$ cat src/rtl/basic_instr_sequencer.sv
// Program sequencer for the 8-register basic processor.
// Issues instruction/load pairs from a small program and captures OUT.
module basic_instr_sequencer #(
  parameter int DEPTH = 16,
  parameter int AW    = 4
) (
  input  logic          CLK,
  input  logic          RST,
  input  logic          PWR_EN,
  input  logic [AW-1:0] PWR_ADDR,
  input  logic [16:0]   PWR_DATA,
  input  logic          START,
  input  logic          STEP_MODE,
  input  logic          STEP,
  output logic [7:0]    INSTR,
  output logic [7:0]    Load,
  input  logic [7:0]    PROC_OUT,
  output logic [7:0]    RES_DATA,
  output logic          RES_VALID,
  output logic          BUSY,
  output logic          DONE,
  output logic [AW-1:0] PC,
  output logic [AW:0]   COUNT
);

  typedef enum logic [1:0] {
    IDLE,
    RUN,
    PAUSE
  } state_t;

  localparam logic [7:0] NOP = 8'h40;

  state_t      state;
  state_t      state_nx;
  logic [16:0] mem [DEPTH];
  logic [16:0] ent;
  logic        step_f;
  logic        issue;
  logic        last;

  assign ent  = mem[PC];
  assign last = (PC == AW'(DEPTH - 1));

  always_ff @(posedge CLK) begin
    if (RST) state <= IDLE;
    else     state <= state_nx;
  end

  always_comb begin
    state_nx = state;
    unique case (state)
      IDLE:  if (START) state_nx = RUN;
      RUN: begin
        if (ent[16] || last) state_nx = IDLE;
        else if (step_f)     state_nx = PAUSE;
        else                 state_nx = RUN;
      end
      PAUSE: if (STEP) state_nx = RUN;
      default: state_nx = IDLE;
    endcase
  end

  // outputs depend only on registered state/PC so they hold all cycle
  always_comb begin
    issue = (state == RUN) && !ent[16];
    INSTR = NOP;
    Load  = 8'h00;
    BUSY  = (state != IDLE);
    if (issue) begin
      INSTR = ent[7:0];
      Load  = ent[15:8];
    end
  end

  // program memory survives reset
  always_ff @(posedge CLK) begin
    if (PWR_EN && state == IDLE) mem[PWR_ADDR] <= PWR_DATA;
  end

  always_ff @(posedge CLK) begin
    if (RST) begin
      PC        <= '0;
      COUNT     <= '0;
      step_f    <= 1'b0;
      RES_DATA  <= 8'h00;
      RES_VALID <= 1'b0;
      DONE      <= 1'b0;
    end else begin
      DONE      <= (state == RUN) && (state_nx == IDLE);
      RES_VALID <= issue && (ent[7:6] == 2'b11);
      if (issue && ent[7:6] == 2'b11) RES_DATA <= PROC_OUT;
      if (state == IDLE && START) begin
        PC     <= '0;
        COUNT  <= '0;
        step_f <= STEP_MODE;
      end
      if (issue) begin
        COUNT <= COUNT + 1'b1;
        if (!last) PC <= PC + 1'b1;
      end
    end
  end

endmodule

$ cat config.mk
export PLATFORM = sky130hd
export DESIGN_NAME = basic_instr_sequencer
export DESIGN_NICKNAME = d
export VERILOG_FILES = /design/src/rtl/basic_instr_sequencer.sv
export SDC_FILE = /design/constraint.sdc
export NUM_CORES = 1
export LEC_CHECK = 0
export BUFFER_PORTS_ARGS = -buffer_cell sky130_fd_sc_hd__clkbuf_2
export CAP_MARGIN = 10
export CORE_MARGIN = 10
export CORE_UTILIZATION = 55
export CTS_CLUSTER_SIZE = 8
export DETAILED_ROUTE_END_ITERATION = 7
export GPL_TIMING_DRIVEN = 0
export MAX_ROUTING_LAYER = met4
export PLACE_DENSITY = 0.8
export SYNTH_ARGS = -nofsm -noshare
export SYNTH_HDL_FRONTEND = slang
export SYNTH_SLANG_ARGS = --single-unit
$ cat constraint.sdc
create_clock -name CLK -period 3.11 [get_ports CLK]
set_input_delay 0.1555 -clock CLK [delete_from_list [all_inputs] [get_ports CLK]]
set_output_delay 0.1555 -clock CLK [all_outputs]
set_load 0.02 [all_outputs]
==> results of run 1 <==
## area by class of cell
type / instances / area share (%)
clock inverters: 2 / 0.233
clock buffers: 51 / 7.93
repair buffers: 101 / 5.75
plain buffers: 29 / 1.78
multi-input cells: 221 / 20.1
inverters: 3 / 0.0807
well taps: 270 / 2.42
flip-flops and latches: 294 / 61.7
diodes: 1 / 0.0179
## metrics by stage
stage                     utilization (%)  TNS [ns]
after floorplan                         -         0
after global placement               59.8    -63.58
after detailed placement             61.7         0
after CTS                            68.1   -0.0272
after global routing                 68.3   -0.0797
final                                68.3         0
## sequential cells by signal, indices dropped and copies added, names as in the netlist
name,cells
COUNT,5
DONE,1
PC,4
RES_DATA,8
RES_VALID,1
mem,272
state,2
step_f,1
## logic make-up (layout without fill, tap and decap cells)
logic type	count (synthesis)	after routing
multiplexers	101	101
other	0	1
adder cells (fa/ha/maj)	2	2
AO/OA/AOI/OAI	22	22
AND/OR/NAND/NOR	94	94
flip-flops	294	294
XOR/XNOR	2	2
buffers and inverters	32	186
## timing repair
item / CTS / global route
endpoints found under the setup margin: 14 / 15
hold endpoints to repair: 10 / 0
resized for setup: 26 / 17
hold buffers: 11 / 0
buffers inserted: 0 / 0
## layer usage
| layer | GRT usage (%) | routed length [um] |
|---|---|---|
| met1 | 25.6 | 10200 |
| met2 | 34.0 | 13700 |
| met3 | 4.18 | 2090 |
| met4 | 8.86 | 935 |
| met5 | - | 0 |
## path summary, 6_finish.rpt
kind	start	to	slack [ns]	cells past startpoint
max	PC[2]$_SDFF_PP0_	Load[3]	0.06	7
min reg2reg	RES_DATA[7]$_SDFFE_PP0P_	RES_DATA[7]$_SDFFE_PP0P_	0.48	2
min	STEP	state[1]$_SDFF_PP0_	0.03	3
max reg2reg	state[1]$_SDFF_PP0_	mem[0][5]$_DFFE_PP_	0.33	6
## cell usage in the layout, fill, tap and decap left out, types with 2 or more instances in the layout
cell / Yosys / final
dfxtp_1: 22 / 21
clkinv_8: 0 / 2
a211oi_1: 3 / 3
a31o_2: 2 / 2
buf_8: 0 / 12
buf_16: 0 / 6
buf_6: 4 / 11
or3_1: 3 / 3
mux2i_1: 16 / 16
edfxtp_1: 272 / 272
nor3_1: 6 / 2
xnor2_1: 2 / 2
buf_2: 11 / 5
nand3_1: 6 / 6
nand3b_1: 2 / 2
nor3_2: 0 / 4
a21oi_1: 8 / 8
mux4_2: 79 / 79
nor2_2: 0 / 12
mux2_2: 4 / 4
buf_4: 2 / 3
clkbuf_4: 0 / 7
clkbuf_1: 10 / 11
nor2b_1: 15 / 14
clkbuf_2: 0 / 72
nor2_1: 17 / 5
ha_1: 2 / 2
dlygate4sd3_1: 0 / 11
nand2b_1: 27 / 27
nand2_1: 10 / 10
clkbuf_16: 0 / 43
o21ai_0: 3 / 3
inv_1: 3 / 3
nand4_1: 2 / 2
or2_2: 3 / 3
## critical path: cells and delay by family, from the launching register on
kind	cells	cell delay, ns
simple gates	1	0.18
flops	1	0.34
buf+inv	4	1.01
mux	2	0.84
## power groups by stage
stage / Sequential (uW) / Combinational, uW / Clock, uW
after CTS: 4390 / 356 / 4040
after floorplan: 4460 / 176 / 0
after global routing: 4390 / 384 / 4190
after detailed placement: 4460 / 335 / 0
final: 4390 / 358 / 3980
after global placement: 4460 / 299 / 0
==> qor.yml, run 1 <==
netlist_area_um2: 11500
place_ws_ns: 0.203
worstSetupPathType: "reg2out"
max_clock_freq_ghz: 0.328
path_cells: "buf_2 -> buf_2 -> clkbuf_4 -> mux4_2 -> mux4_2 -> nor2b_2 -> clkbuf_2"
vias: 6050
setup_viol: 0
synth_largest_area_cell: "edfxtp_1"
seqCellArea_um2: 8610
die_w_um: 165
p_sw_uw: 1740
yosys_warnings: 0
slew_headroom_pct: 47.6
dieHeight_um: 165
hold_class: "in2reg"
antenna_found_initial: 1
rows: 52
wl_um: 26900
synthArstFlopShare_pct: 0
ys_seq_elements: 294
drt_iter0_drc: 644
grt_pass1_vias: 6431
via_per_inst: 6.22
fin_crit_ns: 3.05
crit_slowest_cell: "mux4_2"
cp_data_arrival_time_ns: 2.90
cts_sinks: 294
ys.flop_type: "edfxtp_1"
cts_buffer_depth: 3
ys_top_cells_by_area: "edfxtp_1, mux4_2, dfxtp_1"
grt_max_degree: 17
clk_pin_slew_ns: 0.05
ir_drop_uv: 633
synth_top_area_share_pct: 70.8
setup_ws_ns: 0.0580
syn_avg_cell_area_um2: 21.1
cts_buffers: 42
hold_viol_final: 0
status: "complete, no violations"
tightest_slew_ns: 0.782
dp.cells: 907
core_um2: 20400
wire_per_inst_um: 27.7
yosysMostFrequentCell: "edfxtp_1"
gp_congestion: 0.794
grt_pass1_wl_um: 40400
cts-root-buf: "clkbuf_16"
area_growth_pct: 21.0
io_pins: 71
fin_area_um2: 14000
intPower_uw: 6990
multi_input_area_um2: 2800
drive_gt1_share_pct: 38.5
synth_compound_area_share_pct: 1.41
synth.distinct_cells: 38
critPathMaxFanout: 10
drc_errors: 0
power.total_uw: 8720
final.fill_count: 1250
power.leakage_uw: 0.00453
synthXorXnorAreaFrac_pct: 0.152
syn_nets: 584
slowest_delay_ns: 0.47
cap_violations: 0
insertion_delay_ns: 0.52
comb_power_share_pct: 4.1
antenna_left: 0
synth_edf_count: 272
switching_share_pct: 19.9
holdWs_ns: 0.0269
grt.total_usage_pct: 21.0
synth_top_family_by_area: "multiplexers"
overflow: 0
synthSimpleGateAreaFrac_pct: 4.45
sequentialPowerShare_pct: 50.3
yosys-top-cells-count: "edfxtp_1, mux4_2, nand2b_1, dfxtp_1, nor2_1"
cp-end-kind: "primary output"
start_util_pct: 56.4
tritoncts: "yes"
p_per_area_nw_per_um2: 625
startpoint_type: "register"
placed_cell_area_um2: 12600
dp_hpwl_um: 16800
pwr-share-clk_pct: 45.6
synth.area.mux_share_pct: 17.6
io_buffers: 70
syn-instance-count: 547
drt_first_pass_iters: 5
required_ns: 2.95
synthAdderAreaFrac_pct: 0.217
slew_viol_final: 0
die-area_um2: 27200
ys_seq_area_share_pct: 74.7
clock-skew-final_ns: 0.0100
htree_levels: 2
finalCritPeriodShare_pct: 98.1
layout.cells.non_filler: 972
fin_nets: 729
(Power assumes the default switching activity.)
==> run 2, diff against run 1 <==
--- a/config.mk
+++ b/config.mk
@@ -7,7 +7,6 @@
 export LEC_CHECK = 0
 export BUFFER_PORTS_ARGS = -buffer_cell sky130_fd_sc_hd__clkbuf_2
 export CAP_MARGIN = 10
-export CORE_MARGIN = 10
 export CORE_UTILIZATION = 55
 export CTS_CLUSTER_SIZE = 8
 export DETAILED_ROUTE_END_ITERATION = 7
==> run 2 against run 1 <==
Flip-flop and latch count is the same. Global-route usage grew 6.9 points. Critical path type unchanged. Clock power grew 2%. Clock skew grew 0.015 ns.
==> qor.yml, run 2 (synthesis results as in run 1) <==
status: "complete, no violations"
via_per_inst: 6.35  # +2.0%
drt_iter0_drc: 588  # -8.7%
cts_buffers: 42  # unchanged
holdWs_ns: 0.0362  # +0.00931 ns
pwr-share-clk_pct: 45.9  # +0.3 points
cp-end-kind: "primary output"
worstSetupPathType: "reg2out"
core_um2: 20400  # -0.32%
dieHeight_um: 147  # -11%
hold_viol_final: 0  # unchanged
drive_gt1_share_pct: 38.4  # -0.13 points
multi_input_area_um2: 2820  # +0.49%
p_sw_uw: 1780  # +2.7%
p_per_area_nw_per_um2: 629  # +0.60%
cts-root-buf: "clkbuf_16"
insertion_delay_ns: 0.53  # about the same
reg_top3: "mem x272, RES_DATA x8, COUNT x5"
power.total_uw: 8800  # +0.82%
critPathMaxFanout: 10  # unchanged
rows: 52  # unchanged
grt_pass1_wl_um: 41000  # +1.6%
fin_crit_ns: 3.06  # +0.00653 ns
regMostFlops: "mem"
hold_class: "in2reg"
grt.total_usage_pct: 27.9  # +6.9 points
io_buffers: 70  # unchanged
gp_congestion: 0.878  # +11%
max_clock_freq_ghz: 0.327  # -0.21%
required_ns: 2.95  # about the same
antennaDiodeCount: 0  # -1
io_pins: 71  # unchanged
tightest_slew_ns: 0.863  # +0.0819 ns
antenna_found_initial: 0  # -1
mostFrequentLayoutCell: "edfxtp_1"
tritoncts: "yes"
startpoint_type: "register"
rsz0062_at_grt: "true"
die_w_um: 147  # -11%
cap_violations: 0  # unchanged
setup_ws_ns: 0.0515  # -0.00653 ns
wire_per_inst_um: 28.9  # +4.3%
antenna_left: 0  # unchanged
slew_viol_final: 0  # unchanged
fin_nets: 727  # -0.27%
comb_power_share_pct: 4.2  # about the same
wl_um: 28200  # +4.8%
drt_first_pass_iters: 5  # unchanged
grt_max_degree: 17  # unchanged
overflow: 0  # unchanged
setup_viol: 0  # unchanged
seqCellArea_um2: 8610  # about the same
start_util_pct: 56.6  # +0.18 points
largest_reg_flops: 272  # unchanged
ir_drop_uv: 494  # -22%
die-area_um2: 21500  # -21%
place_ws_ns: 0.151  # -0.0520 ns
power.leakage_uw: 0.00453  # about the same
vias: 6198  # +2.4%
slew_headroom_pct: 42.4  # -5.2 points
sequentialPowerShare_pct: 49.9  # -0.4 points
grt_pass1_vias: 6532  # +1.6%
finalCritPeriodShare_pct: 98.3  # +0.21 points
cts_buffer_depth: 3  # unchanged
final.fill_count: 1179  # -5.7%
final_cell_mix: "edfxtp_1, mux4_2, clkbuf_2"
intPower_uw: 7010  # +0.36%
area_growth_pct: 21.3
htree_levels: 2  # unchanged
drc_errors: 0  # unchanged
clock-skew-final_ns: 0.0251  # +0.0150 ns
dp_hpwl_um: 17100  # +1.7%
cp_data_arrival_time_ns: 2.90  # about the same
cts_sinks: 294  # unchanged
switching_share_pct: 20.3  # +0.37 points
clk_pin_slew_ns: 0.05  # about the same
==> run 2: changes by cell type in the layout (fill, tap and decap cells not counted), moves of 2 or more <==
cell           previous run  this run
clkbuf_1                 11        19
nor2b_1                  14        11
nor2b_2                   1         4
buf_12                    0         2
buf_8                    12        10
clkbuf_4                  7         5
clkinv_8                  2         0
dlygate4sd3_1            11         9
==> run 2: layout make-up <==
type / count / area share (%)
Buffer: 29 / 1.91
Clock inverter: 2 / 0.0895
Tap cell: 270 / 2.42
Timing Repair Buffer: 99 / 5.71
Sequential cell: 294 / 61.5
Multi-Input combinational cell: 221 / 20.1
Clock buffer: 58 / 8.10
Inverter: 3 / 0.0805
==> run 2: path summary, 6_finish.rpt <==
kind                                          startpoint                       end  slack (ns)  cells past startpoint
worst max-delay path                    PC[0]$_SDFF_PP0_                  INSTR[2]        0.05                      7
worst min-delay path                                 RST  RES_DATA[7]$_SDFFE_PP0P_        0.04                      3
worst max register to register       state[1]$_SDFF_PP0_       mem[0][6]$_DFFE_PP_        0.46                      6
worst min register to register  RES_DATA[4]$_SDFFE_PP0P_  RES_DATA[4]$_SDFFE_PP0P_        0.48                      2
==> run 2: routing by layer <==
layer  global-route usage [%]  up-vias  share of wire [%]
met2                     44.6      388                 50
met3                     6.15       74                9.0
met5                        -        -                  0
met1                     34.4     3209                 37
met4                     12.9        0                3.9
li1                         -     2527                  -
==> run 2: timing repair <==
item / CTS / global route
buffers inserted: 0 / 0
hold buffers: 9 / 0
setup endpoints to repair: 14 / 14
cloned: 0 / 0
endpoints found under the hold margin: 9 / 0
gates resized for setup: 24 / 23
==> run 2: per-stage QoR <==
stage | TNS [ns] | instance area, um^2 | util, % | cells
6_report | 0 | 14000 | 68.7 | 976
3_5_place_dp | 0 | 12600 | 62.0 | 907
3_3_place_gp | -56.11 | 12200 | 60.0 | 887
2_1_floorplan | 0 | 11500 | - | 547
5_1_grt | -0.102 | 14000 | 68.7 | 976
4_1_cts | 0 | 13900 | 68.3 | 976
==> run 2: power groups by stage <==
| stage | Combinational (uW) | Sequential, uW | Clock (uW) |
|---|---|---|---|
| 2_1_floorplan | 176 | 4460 | 0 |
| 3_3_place_gp | 299 | 4460 | 0 |
| 3_5_place_dp | 337 | 4460 | 0 |
| 4_1_cts | 356 | 4390 | 4050 |
| 5_1_grt | 387 | 4390 | 4220 |
| 6_report | 366 | 4390 | 4040 |
==> run 2: critical path, stage by stage, from the launching register on <==
cell and delay, ns:
dfxtp_1 0.41, buf_8 0.19, buf_8 0.20, buf_8 0.20
mux4_2 0.59, mux4_2 0.47, nor2b_1 0.14, clkbuf_2 0.16
